[config.mk]
export PLATFORM = sky130hd
export DESIGN_NAME = draw_player_anim_flat
export DESIGN_NICKNAME = d
export VERILOG_FILES = /design/src/rtl/draw_player_anim_if.sv /design/src/rtl/draw_player_anim.sv /design/src/flat_wrapper.sv
export SDC_FILE = /design/constraint.sdc
export NUM_CORES = 1
export LEC_CHECK = 0
export CAP_MARGIN = 20
export CORE_UTILIZATION = 50
export DETAILED_ROUTE_END_ITERATION = 12
export PLACE_DENSITY = 0.81
export SLEW_MARGIN = 5
export SYNTH_ARGS = -nofsm -noshare
export SYNTH_HDL_FRONTEND = slang
export SYNTH_SLANG_ARGS = --single-unit
[constraint.sdc]
create_clock -name clk -period 8.7 [get_ports clk]
set_clock_uncertainty 0.15 [all_clocks]
set_input_delay 0.87 -clock clk [delete_from_list [all_inputs] [get_ports clk]]
set_output_delay 0.87 -clock clk [all_outputs]
set_load 0.01 [all_outputs]
[src/rtl/draw_player_anim_if.sv]
// VGA pixel stream bundle: raster position, sync/blank strobes and 12-bit colour.
interface vga_if;
  logic [11:0] vcount;
  logic [11:0] hcount;
  logic        vsync;
  logic        hsync;
  logic        vblnk;
  logic        hblnk;
  logic [11:0] rgb;

  modport in  (input  vcount, hcount, vsync, hsync, vblnk, hblnk, rgb);
  modport out (output vcount, hcount, vsync, hsync, vblnk, hblnk, rgb);
endinterface

[src/rtl/draw_player_anim.sv]
// Animated player sprite overlay. Position, mode and enable are captured once
// per frame on the rising edge of vblnk; the pixel path is a fixed three-stage
// pipeline (offset -> region decode -> colour select) and every VGA field is
// delayed by the same three cycles.
module draw_player_anim #(
  parameter int          W        = 40,
  parameter int          EAR_H    = 10,
  parameter int          BODY_H   = 60,
  parameter int          LEG_H    = 20,
  parameter int          EYE_R2   = 30,
  parameter int          ANIM_DIV = 8,
  parameter logic [11:0] BODY_RGB = 12'hF0F,
  parameter logic [11:0] EYE_RGB  = 12'h0FF
) (
  input  logic        clk,
  input  logic        rst,
  vga_if.in           vga_in,
  vga_if.out          vga_out,
  input  logic        en,
  input  logic [11:0] xpos,
  input  logic [11:0] ypos,
  input  logic [1:0]  mode
);

  typedef enum logic [1:0] {
    MODE_IDLE  = 2'd0,
    MODE_RIGHT = 2'd1,
    MODE_LEFT  = 2'd2
  } mode_e;

  typedef struct packed {
    logic [11:0] vcount;
    logic [11:0] hcount;
    logic        vsync;
    logic        hsync;
    logic        vblnk;
    logic        hblnk;
    logic [11:0] rgb;
  } vga_t;

  localparam int CNT_W = (ANIM_DIV > 1) ? $clog2(ANIM_DIV) : 1;
  localparam logic [CNT_W-1:0] CNT_MAX = CNT_W'(ANIM_DIV - 1);

  // Sprite geometry as 12-bit constants so all row/column compares match width.
  localparam logic [11:0] W_L    = 12'(W);
  localparam logic [11:0] W_M1   = 12'(W - 1);
  localparam logic [11:0] W_M10  = 12'(W - 10);
  localparam logic [11:0] W_M11  = 12'(W - 11);
  localparam logic [11:0] W_M15  = 12'(W - 15);
  localparam logic [11:0] W_M16  = 12'(W - 16);
  localparam logic [11:0] EAR_L  = 12'(EAR_H);
  localparam logic [11:0] BEND_L = 12'(EAR_H + BODY_H);
  localparam logic [11:0] HT_L   = 12'(EAR_H + BODY_H + LEG_H);
  localparam logic [11:0] EYEY_L = 12'(EAR_H + 20);
  localparam logic [13:0] EX1_14 = 14'd10;
  localparam logic [13:0] EX2_14 = 14'd27;
  localparam logic [13:0] EY_14  = 14'(EAR_H + 20);
  localparam logic [26:0] R2_L   = 27'(EYE_R2);

  // Magnitude of a 14-bit two's-complement offset; |d| stays below 8192.
  function automatic logic [12:0] abs13(input logic [13:0] v);
    logic [13:0] n;
    n = v[13] ? (~v + 14'd1) : v;
    return n[12:0];
  endfunction

  // ---------------- per-frame latches and walk animation ----------------
  logic             vblnk_prev_q;
  logic [11:0]      xpos_l_q, xpos_l_d;
  logic [11:0]      ypos_l_q, ypos_l_d;
  logic             en_l_q, en_l_d;
  mode_e            mode_l_q, mode_l_d;
  logic [CNT_W-1:0] anim_cnt_q, anim_cnt_d;
  logic             phase_q, phase_d;
  logic             frame_start;
  mode_e            mode_in;

  assign frame_start = vga_in.vblnk & ~vblnk_prev_q;
  assign mode_in = (mode == 2'd1) ? MODE_RIGHT :
                   (mode == 2'd2) ? MODE_LEFT  : MODE_IDLE;

  // Next-frame state: capture inputs and advance the walk cycle at frame start.
  always_comb begin
    xpos_l_d   = xpos_l_q;
    ypos_l_d   = ypos_l_q;
    en_l_d     = en_l_q;
    mode_l_d   = mode_l_q;
    anim_cnt_d = anim_cnt_q;
    phase_d    = phase_q;
    if (frame_start) begin
      xpos_l_d = xpos;
      ypos_l_d = ypos;
      en_l_d   = en;
      mode_l_d = mode_in;
      if (mode_in == MODE_IDLE) begin
        anim_cnt_d = '0;
        phase_d    = 1'b0;
      end else if (anim_cnt_q == CNT_MAX) begin
        anim_cnt_d = '0;
        phase_d    = ~phase_q;
      end else begin
        anim_cnt_d = anim_cnt_q + CNT_W'(1);
      end
    end
  end

  // Frame-level registers.
  always_ff @(posedge clk) begin
    if (rst) begin
      vblnk_prev_q <= 1'b0;
      xpos_l_q     <= '0;
      ypos_l_q     <= '0;
      en_l_q       <= 1'b0;
      mode_l_q     <= MODE_IDLE;
      anim_cnt_q   <= '0;
      phase_q      <= 1'b0;
    end else begin
      vblnk_prev_q <= vga_in.vblnk;
      xpos_l_q     <= xpos_l_d;
      ypos_l_q     <= ypos_l_d;
      en_l_q       <= en_l_d;
      mode_l_q     <= mode_l_d;
      anim_cnt_q   <= anim_cnt_d;
      phase_q      <= phase_d;
    end
  end

  // ---------------- stage 1: offsets from sprite origin ----------------
  vga_t               in_t;
  vga_t               s1_t_q;
  logic signed [12:0] s1_dx_q, s1_dy_q;
  logic               s1_en_q;
  mode_e              s1_mode_q;
  logic               s1_phase_q;

  assign in_t = '{vcount: vga_in.vcount, hcount: vga_in.hcount,
                  vsync: vga_in.vsync, hsync: vga_in.hsync,
                  vblnk: vga_in.vblnk, hblnk: vga_in.hblnk, rgb: vga_in.rgb};

  // Stage 1: 13-bit signed offsets; frame settings travel with the pixel.
  always_ff @(posedge clk) begin
    if (rst) begin
      s1_t_q     <= '0;
      s1_dx_q    <= '0;
      s1_dy_q    <= '0;
      s1_en_q    <= 1'b0;
      s1_mode_q  <= MODE_IDLE;
      s1_phase_q <= 1'b0;
    end else begin
      s1_t_q     <= in_t;
      s1_dx_q    <= $signed({1'b0, vga_in.hcount}) - $signed({1'b0, xpos_l_q});
      s1_dy_q    <= $signed({1'b0, vga_in.vcount}) - $signed({1'b0, ypos_l_q});
      s1_en_q    <= en_l_q;
      s1_mode_q  <= mode_l_q;
      s1_phase_q <= phase_q;
    end
  end

  // ---------------- stage 2: region decode and eye distances ----------------
  logic [11:0] ux, uy, dm;
  logic        in_box;
  logic        ear_top, ear_row, body_row, leg_row, out10, out15, idle_body;
  logic        side_eye, leg_p0, leg_p1, side_body;
  logic [13:0] ex1, ex2, ey;
  logic [12:0] mx1, mx2, my;
  logic [25:0] sqx1, sqx2, sqy;

  // Low bits are the true column/row only when the offset is non-negative,
  // which in_box guarantees before any flag is used.
  assign ux     = s1_dx_q[11:0];
  assign uy     = s1_dy_q[11:0];
  assign in_box = ~s1_dx_q[12] & ~s1_dy_q[12] & (ux < W_L) & (uy < HT_L);

  assign ear_top   = uy < 12'd5;
  assign ear_row   = uy < EAR_L;
  assign body_row  = ~ear_row & (uy < BEND_L);
  assign leg_row   = ~(uy < BEND_L);
  assign out10     = (ux < 12'd10) | (ux >= W_M10);
  assign out15     = (ux < 12'd15) | (ux >= W_M15);
  assign idle_body = (ear_top & out10) | (ear_row & ~ear_top & out15) |
                     body_row | (leg_row & out15);

  // The left view is the right view read with a mirrored column.
  assign dm        = (s1_mode_q == MODE_LEFT) ? (W_M1 - ux) : ux;
  assign side_eye  = (dm >= W_M15) & (dm <= W_M11) &
                     (uy >= EYEY_L) & (uy <= EYEY_L + 12'd19);
  assign leg_p0    = (dm >= 12'd5) & (dm <= 12'd19);
  assign leg_p1    = (dm <= 12'd9) | ((dm >= 12'd15) & (dm <= 12'd24));
  assign side_body = ((dm <= W_M16) & ~leg_row) |
                     (leg_row & (s1_phase_q ? leg_p1 : leg_p0));

  assign ex1  = {s1_dx_q[12], s1_dx_q} - EX1_14;
  assign ex2  = {s1_dx_q[12], s1_dx_q} - EX2_14;
  assign ey   = {s1_dy_q[12], s1_dy_q} - EY_14;
  assign mx1  = abs13(ex1);
  assign mx2  = abs13(ex2);
  assign my   = abs13(ey);
  assign sqx1 = {13'd0, mx1} * {13'd0, mx1};
  assign sqx2 = {13'd0, mx2} * {13'd0, mx2};
  assign sqy  = {13'd0, my} * {13'd0, my};

  vga_t        s2_t_q;
  logic        s2_draw_q, s2_idle_q, s2_body_q, s2_side_eye_q;
  logic [25:0] s2_sqx1_q, s2_sqx2_q, s2_sqy_q;

  // Stage 2: register the decoded flags and squared eye distances.
  always_ff @(posedge clk) begin
    if (rst) begin
      s2_t_q        <= '0;
      s2_draw_q     <= 1'b0;
      s2_idle_q     <= 1'b0;
      s2_body_q     <= 1'b0;
      s2_side_eye_q <= 1'b0;
      s2_sqx1_q     <= '0;
      s2_sqx2_q     <= '0;
      s2_sqy_q      <= '0;
    end else begin
      s2_t_q        <= s1_t_q;
      s2_draw_q     <= s1_en_q & in_box;
      s2_idle_q     <= (s1_mode_q == MODE_IDLE);
      s2_body_q     <= (s1_mode_q == MODE_IDLE) ? idle_body : side_body;
      s2_side_eye_q <= side_eye;
      s2_sqx1_q     <= sqx1;
      s2_sqx2_q     <= sqx2;
      s2_sqy_q      <= sqy;
    end
  end

  // ---------------- stage 3: colour select ----------------
  logic idle_eye;
  vga_t s3_d, s3_q;

  assign idle_eye = (({1'b0, s2_sqx1_q} + {1'b0, s2_sqy_q}) <= R2_L) |
                    (({1'b0, s2_sqx2_q} + {1'b0, s2_sqy_q}) <= R2_L);

  // Eye beats body; anything not covered keeps the upstream colour.
  always_comb begin
    s3_d = s2_t_q;
    if (s2_draw_q) begin
      if (s2_idle_q ? idle_eye : s2_side_eye_q) s3_d.rgb = EYE_RGB;
      else if (s2_body_q)                       s3_d.rgb = BODY_RGB;
    end
  end

  // Stage 3: output register.
  always_ff @(posedge clk) begin
    if (rst) s3_q <= '0;
    else     s3_q <= s3_d;
  end

  assign vga_out.vcount = s3_q.vcount;
  assign vga_out.hcount = s3_q.hcount;
  assign vga_out.vsync  = s3_q.vsync;
  assign vga_out.hsync  = s3_q.hsync;
  assign vga_out.vblnk  = s3_q.vblnk;
  assign vga_out.hblnk  = s3_q.hblnk;
  assign vga_out.rgb    = s3_q.rgb;

endmodule

[src/flat_wrapper.sv]
// flat-port wrapper written by rule: the top's interface ports become plain ports
module draw_player_anim_flat 
#(
  parameter int          W        = 40,
  parameter int          EAR_H    = 10,
  parameter int          BODY_H   = 60,
  parameter int          LEG_H    = 20,
  parameter int          EYE_R2   = 30,
  parameter int          ANIM_DIV = 8,
  parameter logic [11:0] BODY_RGB = 12'hF0F,
  parameter logic [11:0] EYE_RGB  = 12'h0FF
)
  (clk, rst, en, xpos, ypos, mode, vga_in_vcount, vga_in_hcount, vga_in_vsync, vga_in_hsync, vga_in_vblnk, vga_in_hblnk, vga_in_rgb, vga_out_vcount, vga_out_hcount, vga_out_vsync, vga_out_hsync, vga_out_vblnk, vga_out_hblnk, vga_out_rgb);
  vga_if vga_in_i ();
  vga_if vga_out_i ();
  input  logic clk;
  input  logic rst;
  input  logic en;
  input  logic [11:0] xpos;
  input  logic [11:0] ypos;
  input  logic [1:0] mode;
  input wire logic [$bits(vga_in_i.vcount)-1:0] vga_in_vcount;
  input wire logic [$bits(vga_in_i.hcount)-1:0] vga_in_hcount;
  input wire logic [$bits(vga_in_i.vsync)-1:0] vga_in_vsync;
  input wire logic [$bits(vga_in_i.hsync)-1:0] vga_in_hsync;
  input wire logic [$bits(vga_in_i.vblnk)-1:0] vga_in_vblnk;
  input wire logic [$bits(vga_in_i.hblnk)-1:0] vga_in_hblnk;
  input wire logic [$bits(vga_in_i.rgb)-1:0] vga_in_rgb;
  output wire logic [$bits(vga_out_i.vcount)-1:0] vga_out_vcount;
  output wire logic [$bits(vga_out_i.hcount)-1:0] vga_out_hcount;
  output wire logic [$bits(vga_out_i.vsync)-1:0] vga_out_vsync;
  output wire logic [$bits(vga_out_i.hsync)-1:0] vga_out_hsync;
  output wire logic [$bits(vga_out_i.vblnk)-1:0] vga_out_vblnk;
  output wire logic [$bits(vga_out_i.hblnk)-1:0] vga_out_hblnk;
  output wire logic [$bits(vga_out_i.rgb)-1:0] vga_out_rgb;
  assign vga_in_i.vcount = vga_in_vcount;
  assign vga_in_i.hcount = vga_in_hcount;
  assign vga_in_i.vsync = vga_in_vsync;
  assign vga_in_i.hsync = vga_in_hsync;
  assign vga_in_i.vblnk = vga_in_vblnk;
  assign vga_in_i.hblnk = vga_in_hblnk;
  assign vga_in_i.rgb = vga_in_rgb;
  assign vga_out_vcount = vga_out_i.vcount;
  assign vga_out_hcount = vga_out_i.hcount;
  assign vga_out_vsync = vga_out_i.vsync;
  assign vga_out_hsync = vga_out_i.hsync;
  assign vga_out_vblnk = vga_out_i.vblnk;
  assign vga_out_hblnk = vga_out_i.hblnk;
  assign vga_out_rgb = vga_out_i.rgb;
  draw_player_anim #(.W(W), .EAR_H(EAR_H), .BODY_H(BODY_H), .LEG_H(LEG_H), .EYE_R2(EYE_R2), .ANIM_DIV(ANIM_DIV), .BODY_RGB(BODY_RGB), .EYE_RGB(EYE_RGB)) u_core (.clk(clk), .rst(rst), .vga_in(vga_in_i), .vga_out(vga_out_i), .en(en), .xpos(xpos), .ypos(ypos), .mode(mode));
endmodule
==> results of run 1 <==
## through the flow
| stage | util, % | area [um^2] | setup WS (ps) | std cells | hold WS, ps |
|---|---|---|---|---|---|
| 2_1_floorplan | - | 26420 | 544.5 | 3096 | 263.8 |
| 3_3_place_gp | 55.02 | 28460 | 475.9 | 3855 | 265.4 |
| 3_5_place_dp | 55.02 | 28460 | 344.9 | 3855 | 270.4 |
| 4_1_cts | 56.58 | 29260 | 315.8 | 3899 | 273.6 |
| 5_1_grt | 56.73 | 29340 | 0.6946 | 3901 | 293.3 |
| 6_report | 56.73 | 29340 | 502.8 | 3901 | 264.3 |
## state kept, by name, indices dropped and copies added, names as in the netlist, 2 cells and up
signal	cells
u_core.vga_out.hcount	12
u_core.s1_dx_q	13
u_core.s2_sqx1_q	24
u_core.s1_t_q	40
u_core.vga_out.rgb	12
u_core.mode_l_q	2
u_core.s2_t_q	40
u_core.s1_mode_q	2
u_core.s2_sqx2_q	24
u_core.xpos_l_q	12
u_core.ypos_l_q	12
u_core.anim_cnt_q	3
u_core.vga_out.vcount	12
u_core.s2_sqy_q	24
u_core.s1_dy_q	13
## worst register-to-register path: cells and delay by family, from the launching register on
family	cells	cell delay [ps]
compound gates	9	2070
xor+xnor	2	330
fa+ha+maj	7	2950
buf+inv	10	1010
flops	1	310
simple gates	7	1250
## logic make-up (layout without fill, tap and decap cells)
group	Yosys count	in the layout
flip-flops	257	257
other	1	2
buffers and inverters	639	764
multiplexers	23	23
adder cells (fa/ha/maj)	589	589
AND/OR/NAND/NOR	994	994
AO/OA/AOI/OAI	430	430
XOR/XNOR	162	162
## cell usage in the layout, fill, tap and decap left out, types with 13 or more instances in the layout
master / instances
sky130_fd_sc_hd__fa_1: 300
sky130_fd_sc_hd__or3_1: 17
sky130_fd_sc_hd__nand2b_1: 23
sky130_fd_sc_hd__a21o_1: 34
sky130_fd_sc_hd__and3_1: 18
sky130_fd_sc_hd__nor2b_1: 151
sky130_fd_sc_hd__xor2_1: 65
sky130_fd_sc_hd__buf_4: 64
sky130_fd_sc_hd__a211oi_1: 20
sky130_fd_sc_hd__nor4_1: 25
sky130_fd_sc_hd__inv_1: 539
sky130_fd_sc_hd__nand4_1: 13
sky130_fd_sc_hd__and2_1: 17
sky130_fd_sc_hd__o21a_1: 14
sky130_fd_sc_hd__ha_1: 289
sky130_fd_sc_hd__nand2_1: 263
sky130_fd_sc_hd__nor3_1: 69
sky130_fd_sc_hd__a31oi_1: 19
sky130_fd_sc_hd__xnor2_1: 91
sky130_fd_sc_hd__clkdlybuf4s50_1: 107
sky130_fd_sc_hd__o21ai_0: 85
sky130_fd_sc_hd__nor2_1: 306
sky130_fd_sc_hd__clkbuf_16: 25
sky130_fd_sc_hd__a21oi_1: 134
sky130_fd_sc_hd__mux2i_1: 15
sky130_fd_sc_hd__dfxtp_1: 256
sky130_fd_sc_hd__nand3_1: 36
## layer usage
layer	global-route usage (%)	routed length [um]	vias up
met3	3.463	4112	112
li1	-	-	10140
met1	30.58	26090	10100
met2	40.00	29450	626
met4	7.196	1946	0
met5	0	0	-
## final cells by class
type / count / share of cell area, %
well taps: 680 / 2.900
repair buffers: 172 / 5.335
clock buffers: 31 / 2.243
clock inverters: 13 / 0.4947
multi-input cells: 2200 / 64.44
inverters: 548 / 7.049
flip-flops and latches: 257 / 17.54
## how the worst max path moves through the flow
| stage | start | end | slack (ps) | cells past startpoint |
|---|---|---|---|---|
| 4_1_cts | u_core.s1_dx_q[3] | u_core.s2_sqx2_q[25] | 320 | 29 |
| 5_1_grt | u_core.s1_dx_q[2] | u_core.s2_sqx2_q[24] | 0.7 | 35 |
| 6_report | u_core.s1_dx_q[2] | u_core.s2_sqx2_q[25] | 500 | 35 |
| 2_1_floorplan | u_core.s1_dx_q[2] | u_core.s2_sqx2_q[25] | 540 | 34 |
| 3_3_place_gp | u_core.s1_dx_q[3] | u_core.s2_sqx2_q[25] | 480 | 29 |
| 3_5_place_dp | u_core.s1_dx_q[3] | u_core.s2_sqx2_q[25] | 340 | 29 |
## what timing repair did
item | in CTS | in global routing
buffers inserted | 0 | 2
gates resized for setup | 0 | 12
endpoints found under the hold margin | 0 | 0
setup endpoints to repair | 0 | 11
==> results.sh, run 1 <==
export IMPL_synth_async_reset_ratio_pct=0
export IMPL_area_growth_pct=11.09
export IMPL_worst_r2r_path_depth=35
export IMPL_post_synth_fa_ha_maj_area_fraction_pct=36.43
export IMPL_yosys_top_cells_count="539 x sky130_fd_sc_hd__inv_1, 306 x sky130_fd_sc_hd__nor2_1, 300 x sky130_fd_sc_hd__fa_1, 289 x sky130_fd_sc_hd__ha_1, 263 x sky130_fd_sc_hd__nand2_1"
export IMPL_drt_first_iter_violations=1481
export IMPL_site_row_count=83
export IMPL_cpPeakStageDelay_ps=520
export IMPL_yosysUniqueCellTypes=86
export IMPL_critical_path_endpoint_type="register"
export IMPL_yosysMostFrequentCell="sky130_fd_sc_hd__inv_1"
export IMPL_synth_cells=3095
export IMPL_setup_total_negative_slack_ps=0
export IMPL_tightestPinTransition_ps=861.5
export IMPL_startpoint_type="register"
export IMPL_vias_in_the_first_global_route=21030
export IMPL_route_detailed_drc=0
export IMPL_synth_top_family_by_area="adder cells"
export IMPL_floorplan_initialDensity_pct=51.07
export IMPL_synth_enable_flop_cells=0
export IMPL_critPathRequiredTime_ps=8970
export IMPL_clock_pin_slew_on_the_worst_setup_and_hold_paths_ps=70
export IMPL_tritoncts="done"
export IMPL_die_w_um=231.8
export IMPL_multi_input_comb_area_um2=18910
export IMPL_timing_rr_start="u_core.s1_dx_q[2]"
export IMPL_pin_count=109
export IMPL_routed_wire_length_per_instance_um=15.79
export IMPL_grt_overflow=0
export IMPL_mappedNetlistArea_um2=26410
export IMPL_core_area_um2=51720
export IMPL_final_fill_count=4539
export IMPL_ant_nets=0
export IMPL_number_of_storage_elements_in_the_synthesis_netlist=257
export IMPL_min_delay_path_depth=1
export IMPL_global_route_usage_total_pct=23.47
export IMPL_antenna_diode_count=0
export IMPL_post_synth_and_or_nand_nor_area_fraction_pct=18.06
export IMPL_detailed_routing_iteration_count_for_the_pre_antenna_repair_pass=6
export IMPL_sequential_area_share_after_synthesis_pct=19.48
export IMPL_synth_mux_area_share_pct=0.9522
export IMPL_detail_route_wirelength_um=61610
export IMPL_path_class="register to register"
export IMPL_rsz0062_at_grt="no"
export IMPL_syn_area_per_cell_um2=8.534
export IMPL_post_drt_via_cell_ratio=5.377
export IMPL_ff_latch_area_um2=5146
export IMPL_worstHoldEndpoint="u_core.s2_t_q[10]"
export IMPL_grt_first_pass_wirelength_um=102800
export IMPL_number_of_warnings_issued_by_yosys=0
export IMPL_worstReg2RegEnd="u_core.s2_sqx2_q[25]"
export IMPL_cts_sinks=257
export IMPL_synth_compound_area_share_pct=10.50
export IMPL_route_vias_total=20970
export IMPL_max_cap_violations=0
export IMPL_worst_path_max_fanout=7
export IMPL_period_needed_ps=8197
export IMPL_dp_final_hpwl_um=50370
export IMPL_relSlewSlack_pct=42.57
export IMPL_report_final_slew_viol_count=0
export IMPL_die_h_um=231.8
export IMPL_hp_start="u_core.s1_t_q[10]"
export IMPL_critPathBufInv=10
export IMPL_outcome="completed"
export IMPL_critical_path_top_delay_family="adder cells"
export IMPL_synth_top_area_share_pct=22.74
export IMPL_cts_hold_buf=0
export IMPL_number_of_port_buffers=108
export IMPL_cts_max_level=1
export IMPL_fin_crit_sh_pct=94.22
export IMPL_critPathSlowestCell="sky130_fd_sc_hd__fa_1"
export IMPL_worst_endpoint_arrival_ps=8470
export IMPL_setup_violations_final=0
export IMPL_clock_tree_buffer_depth=3
export IMPL_clkLatencyLatePin_ps=560
export IMPL_synth_ff_type="sky130_fd_sc_hd__dfxtp_1"
export IMPL_grt_start_max_net_pins=109
export IMPL_clock_fmax_mhz=122.0
export IMPL_timing_final_hold_violations=0
export IMPL_most_numerous_cell_on_the_critical_path="sky130_fd_sc_hd__inv_1"
export IMPL_post_synth_xor_area_fraction_pct=5.401
export IMPL_clock_tree_root_cell="sky130_fd_sc_hd__clkbuf_16"
export IMPL_numCtsBuffers=25
export IMPL_layout_nets=3862
export IMPL_timing_hold_worst_class="register to register"
export IMPL_antenna_found_initial=0
export IMPL_drive_gt1_share_pct=4.719
export IMPL_gp_congestion=0.9601
export IMPL_r2r_setup_slack_ps=500
export IMPL_yosys_area_top_type="sky130_fd_sc_hd__fa_1"
export IMPL_floorplan_die_area_um2=53750
export IMPL_synth_area_leaders="sky130_fd_sc_hd__fa_1 23%, sky130_fd_sc_hd__dfxtp_1 19%, sky130_fd_sc_hd__ha_1 14%"
Power of run 1 is left out: the tool's default activity adds up to more than one toggle a clock period on the data nets, which glitch-free logic cannot reach.
==> inputs of run 2 (changes only) <==
--- a/config.mk
+++ b/config.mk
@@ -6,9 +6,9 @@
 export NUM_CORES = 1
 export LEC_CHECK = 0
 export CAP_MARGIN = 20
-export CORE_UTILIZATION = 50
+export CORE_UTILIZATION = 57
 export DETAILED_ROUTE_END_ITERATION = 12
-export PLACE_DENSITY = 0.81
+export PLACE_DENSITY = 0.9
 export SLEW_MARGIN = 5
 export SYNTH_ARGS = -nofsm -noshare
 export SYNTH_HDL_FRONTEND = slang
==> run 2 against run 1 <==
Wire length increased by 3.5%. Critical endpoint is now u_core.s2_sqx1_q[25]. Clock-buffer cell count increased by 7. Hold slack improved by 21 ps. Global-route usage increased by 4.0 points. Worst setup slack got worse by 61 ps. Non-clock buffer count decreased by 2. Via count increased by 1.5%. Highest routed layer unchanged.
==> results.sh, run 2 (synthesis gave the netlist of run 1 again) <==
export IMPL_critPathRequiredTime_ps=8970
export IMPL_drt_first_iter_violations=1535
export IMPL_floorplan_die_area_um2=47200
export IMPL_grt_busiest_layer="met2"
export IMPL_outcome="completed"
export IMPL_mostFrequentLayoutCell="sky130_fd_sc_hd__inv_1"
export IMPL_grt_first_pass_wirelength_um=104900
export IMPL_timing_final_hold_violations=0
export IMPL_global_route_usage_total_pct=27.49
export IMPL_dp_final_hpwl_um=51860
export IMPL_final_fill_count=3515
export IMPL_die_h_um=217.3
export IMPL_clkLatencyLatePin_ps=560
export IMPL_gp_congestion=0.9755
export IMPL_pin_count=109
export IMPL_tritoncts="done"
export IMPL_most_used_cells_in_the_layout_excluding_fill_and_tap_cells="539 x sky130_fd_sc_hd__inv_1, 306 x sky130_fd_sc_hd__nor2_1, 300 x sky130_fd_sc_hd__fa_1"
export IMPL_site_row_count=78
export IMPL_post_drt_via_cell_ratio=5.565
export IMPL_core_area_um2=45580
export IMPL_grt_overflow=0
export IMPL_clock_pin_slew_on_the_worst_setup_and_hold_paths_ps=60
export IMPL_critPathBufInv=9
export IMPL_period_needed_ps=8258
export IMPL_most_numerous_cell_on_the_critical_path="sky130_fd_sc_hd__inv_1"
export IMPL_fin_crit_sh_pct=94.92
export IMPL_critical_path_endpoint_type="register"
export IMPL_startpoint_type="register"
export IMPL_grt_start_max_net_pins=177
export IMPL_worst_path_max_fanout=12
export IMPL_cts_max_level=1
export IMPL_area_growth_pct=11.02
export IMPL_ant_nets=0
export IMPL_setup_violations_final=0
export IMPL_die_w_um=217.3
export IMPL_route_detailed_drc=0
export IMPL_use_met2_pct=47.63
export IMPL_cts_hold_buf=0
export IMPL_route_vias_total=21290
export IMPL_antenna_diode_count=0
export IMPL_multi_input_comb_area_um2=18870
export IMPL_cts_sinks=257
export IMPL_timing_hold_worst_class="register to register"
export IMPL_detail_route_wirelength_um=63760
export IMPL_worst_endpoint_arrival_ps=8530
export IMPL_vias_in_the_first_global_route=21480
export IMPL_clock_tree_buffer_depth=3
export IMPL_cp_startpoint="u_core.s1_dx_q[1]"
export IMPL_cpPeakStageDelay_ps=630
export IMPL_number_of_port_buffers=108
export IMPL_clock_fmax_mhz=121.1
export IMPL_timing_rr_start="u_core.s1_dx_q[1]"
export IMPL_detailed_routing_iteration_count_for_the_pre_antenna_repair_pass=5
export IMPL_setup_total_negative_slack_ps=0
export IMPL_layout_nets=3862
export IMPL_rsz0062_at_grt="no"
export IMPL_tightestPinTransition_ps=1130
export IMPL_ff_latch_area_um2=5146
export IMPL_relSlewSlack_pct=24.14
export IMPL_path_class="register to register"
export IMPL_routed_wire_length_per_instance_um=16.67
export IMPL_max_cap_violations=0
export IMPL_numCtsBuffers=27
export IMPL_critPathSlowestCell="sky130_fd_sc_hd__xor2_1"
export IMPL_report_final_slew_viol_count=0
export IMPL_grt_met1_usage_pct=34.60
export IMPL_registers_with_the_most_flip_flops="u_core.s1_t_q x40, u_core.s2_t_q x40"
export IMPL_critical_path_top_delay_family="adder cells"
export IMPL_hp_start="u_core.s1_t_q[34]"
export IMPL_drive_gt1_share_pct=4.558
export IMPL_antenna_found_initial=0
export IMPL_clock_tree_root_cell="sky130_fd_sc_hd__clkbuf_16"
export IMPL_floorplan_initialDensity_pct=57.95
export IMPL_global_routing_usage_on_met3_pct=4.319
==> run 2: final cells by class <==
type / instances / area share [%]
Multi-Input combinational cell: 2200 / 64.36
Inverter: 548 / 7.015
Clock buffer: 38 / 2.547
Timing Repair Buffer: 170 / 5.287
Sequential cell: 257 / 17.55
Tap cell: 600 / 2.560
Clock inverter: 12 / 0.6785
==> run 2: what timing repair did <==
| action | 4_1_cts | 5_1_grt |
|---|---|---|
| setup buffers | 0 | 1 |
| resized for setup | 0 | 4 |
| endpoints found under the setup margin | 0 | 5 |
==> run 2: metrics by stage <==
| step | utilization (%) | cells | area [um^2] | hold slack [ps] | setup slack [ps] |
|---|---|---|---|---|---|
| after CTS | 64.28 | 3824 | 29300 | 285.8 | 338.8 |
| after floorplan | - | 3096 | 26420 | 263.8 | 544.5 |
| after global routing | 64.34 | 3825 | 29320 | 297.6 | 44.89 |
| after detailed placement | 62.20 | 3774 | 28350 | 270.4 | 388.4 |
| after global placement | 62.20 | 3774 | 28350 | 265.3 | 623.4 |
| final | 64.34 | 3825 | 29320 | 285.4 | 442.2 |
==> run 2: final timing paths <==
check / endpoint / slack (ps) / cells after the start
max: u_core.s2_sqx1_q[25] / 440 / 31
min: u_core.s2_t_q[34] / 290 / 1
min reg2reg: u_core.s2_t_q[34] / 290 / 1
max reg2reg: u_core.s2_sqx1_q[25] / 440 / 31
==> run 2: per-layer routing <==
metal / share of wire (%) / wire [um] / vias to the layer above
met5: 0 / 0 / -
met3: 7.3 / 4646 / 150
li1: - / - / 10160
met4: 3.6 / 2316 / 0
met1: 41 / 25840 / 10180
met2: 49 / 30960 / 801
Power of run 2 is left out for the same reason.
==> inputs of run 3 (changes only) <==
--- a/config.mk
+++ b/config.mk
@@ -6,9 +6,9 @@
 export NUM_CORES = 1
 export LEC_CHECK = 0
 export CAP_MARGIN = 20
-export CORE_UTILIZATION = 57
+export CORE_UTILIZATION = 63
 export DETAILED_ROUTE_END_ITERATION = 12
-export PLACE_DENSITY = 0.9
+export PLACE_DENSITY = 0.93
 export SLEW_MARGIN = 5
 export SYNTH_ARGS = -nofsm -noshare
 export SYNTH_HDL_FRONTEND = slang
==> constraint.sdc (replaced) <==
create_clock -name clk -period 9.45 [get_ports clk]
set_clock_uncertainty 0.15 [all_clocks]
set_input_delay 0.945 -clock clk [delete_from_list [all_inputs] [get_ports clk]]
set_output_delay 0.945 -clock clk [all_outputs]
set_load 0.01 [all_outputs]
==> run 3 against run 2 <==
Maximum frequency shrank 7.1%. Sequential share of layout area grew 0.18 points. Critical endpoint is now u_core.s2_sqx2_q[24]. Final cell count shrank 2.4%. Clock-buffer cell count shrank 9.
==> results.sh, run 3 (synthesis gave the netlist of run 1 again) <==
export IMPL_place_area_um2=28120
export IMPL_numCtsBuffers=25
export IMPL_critPathSlowestCell="sky130_fd_sc_hd__xnor2_1"
export IMPL_tritoncts="done"
export IMPL_detailed_routing_iteration_count_for_the_pre_antenna_repair_pass=6
export IMPL_grt_first_pass_wirelength_um=111300
export IMPL_cts_hold_buf=0
export IMPL_route_detailed_drc=0
export IMPL_setup_total_negative_slack_ps=0
export IMPL_die_h_um=206.8
export IMPL_max_cap_violations=0
export IMPL_worst_path_max_fanout=14
export IMPL_rsz0062_at_grt="no"
export IMPL_pin_count=109
export IMPL_cpPeakStageDelay_ps=770
export IMPL_most_used_cells_in_the_layout_excluding_fill_and_tap_cells="539 x sky130_fd_sc_hd__inv_1, 306 x sky130_fd_sc_hd__nor2_1, 300 x sky130_fd_sc_hd__fa_1"
export IMPL_floorplan_initialDensity_pct=64.25
export IMPL_r2r_setup_slack_ps=560
export IMPL_fin_crit_sh_pct=94.07
export IMPL_area_growth_pct=9.868
export IMPL_routed_wire_length_per_instance_um=18.07
export IMPL_startpoint_type="register"
export IMPL_postLayoutCoreUtil_pct=70.59
export IMPL_cts_max_level=1
export IMPL_ant_nets=0
export IMPL_antenna_found_initial=2
export IMPL_clock_tree_buffer_depth=3
export IMPL_post_drt_via_cell_ratio=5.838
export IMPL_vias_in_the_first_global_route=22540
export IMPL_timing_final_hold_violations=0
export IMPL_critPathRequiredTime_ps=9720
export IMPL_core_area_um2=41110
export IMPL_mostFrequentLayoutCell="sky130_fd_sc_hd__inv_1"
export IMPL_final_fill_count=2888
export IMPL_registers_with_the_most_flip_flops="u_core.s1_t_q x40, u_core.s2_t_q x40"
export IMPL_layout_nets=3840
export IMPL_antenna_diode_count=0
export IMPL_clock_fmax_mhz=112.5
export IMPL_global_route_usage_total_pct=32.76
export IMPL_gp_congestion=0.9853
export IMPL_clock_pin_slew_on_the_worst_setup_and_hold_paths_ps=80
export IMPL_drt_first_iter_violations=1811
export IMPL_worst_hold_check_slack_ps=283.2
export IMPL_grt_start_max_net_pins=178
export IMPL_tightestPinTransition_ps=1165
export IMPL_grt_overflow=0
export IMPL_report_final_slew_viol_count=0
export IMPL_clkLatencyLatePin_ps=560
export IMPL_detail_route_wirelength_um=67450
export IMPL_outcome="completed"
export IMPL_relSlewSlack_pct=21.79
export IMPL_path_class="register to register"
export IMPL_setup_violations_final=0
export IMPL_critical_path_endpoint_type="register"
export IMPL_post_route_cell_area_um2=29020
export IMPL_die_w_um=206.8
export IMPL_number_of_port_buffers=108
export IMPL_timing_hold_worst_class="register to register"
export IMPL_site_row_count=74
export IMPL_floorplan_die_area_um2=42750
export IMPL_route_vias_total=21800
export IMPL_most_numerous_cell_on_the_critical_path="sky130_fd_sc_hd__fa_1"
export IMPL_period_needed_ps=8889
export IMPL_clock_tree_root_cell="sky130_fd_sc_hd__clkbuf_16"
export IMPL_cts_sinks=257
export IMPL_dp_final_hpwl_um=52580
export IMPL_drive_gt1_share_pct=3.968
export IMPL_worst_endpoint_arrival_ps=9150
==> run 3: layout make-up <==
cell class / count / area [um^2] / share of cell area [%]
clock buffer: 29 / 660.6 / 2.277
clock inverter: 17 / 225.2 / 0.7761
inverter: 548 / 2057 / 7.089
multi-input combinational: 2200 / 18860 / 65.01
sequential: 257 / 5145 / 17.73
tap: 532 / 665.6 / 2.294
timing repair buffer: 150 / 1400 / 4.825
==> run 3: through the flow <==
| stage | std cells | worst slack (ps) |
|---|---|---|
| after floorplan | 3096 | 1295 |
| after global placement | 3687 | 893.4 |
| after detailed placement | 3687 | 481.8 |
| after CTS | 3733 | 453.3 |
| after global routing | 3733 | 20.68 |
| final | 3733 | 560.7 |
==> run 3: final timing paths <==
check | startpoint | endpoint | depth (start not counted)
min | u_core.s2_t_q[27] | u_core.vga_out.hcount[11] | 1
max | u_core.s1_dx_q[2] | u_core.s2_sqx2_q[24] | 28
max reg2reg | u_core.s1_dx_q[2] | u_core.s2_sqx2_q[24] | 28
min reg2reg | u_core.s2_t_q[27] | u_core.vga_out.hcount[11] | 1
==> run 3: critical path: cells and delay by family (launching register included) <==
kind                       cells  cell delay [ps]
adders and majority gates      7             3170
xor gates and xnor gates       3             1130
and+or+nand+nor                6              780
DFF                            1              660
buffers and inverters          5              780
AOI/OAI and AO/OA              7             2070
==> run 3: what timing repair did <==
| item | 4_1_cts | 5_1_grt |
|---|---|---|
| resized for setup | 0 | 4 |
| buffers inserted | 0 | 0 |
| setup endpoints to repair | 0 | 5 |
==> run 3: layer usage <==
layer / share of wire (%) / global-route usage (%) / wire length, um / vias up
met5: 0.019 / 0 / 13 / -
met4: 4.6 / 13.79 / 3100 / 2
met3: 8.2 / 4.631 / 5505 / 260
met2: 48 / 56.38 / 32680 / 1040
met1: 39 / 41.23 / 26150 / 10380
li1: - / - / - / 10110
Power of run 3 is left out for the same reason.
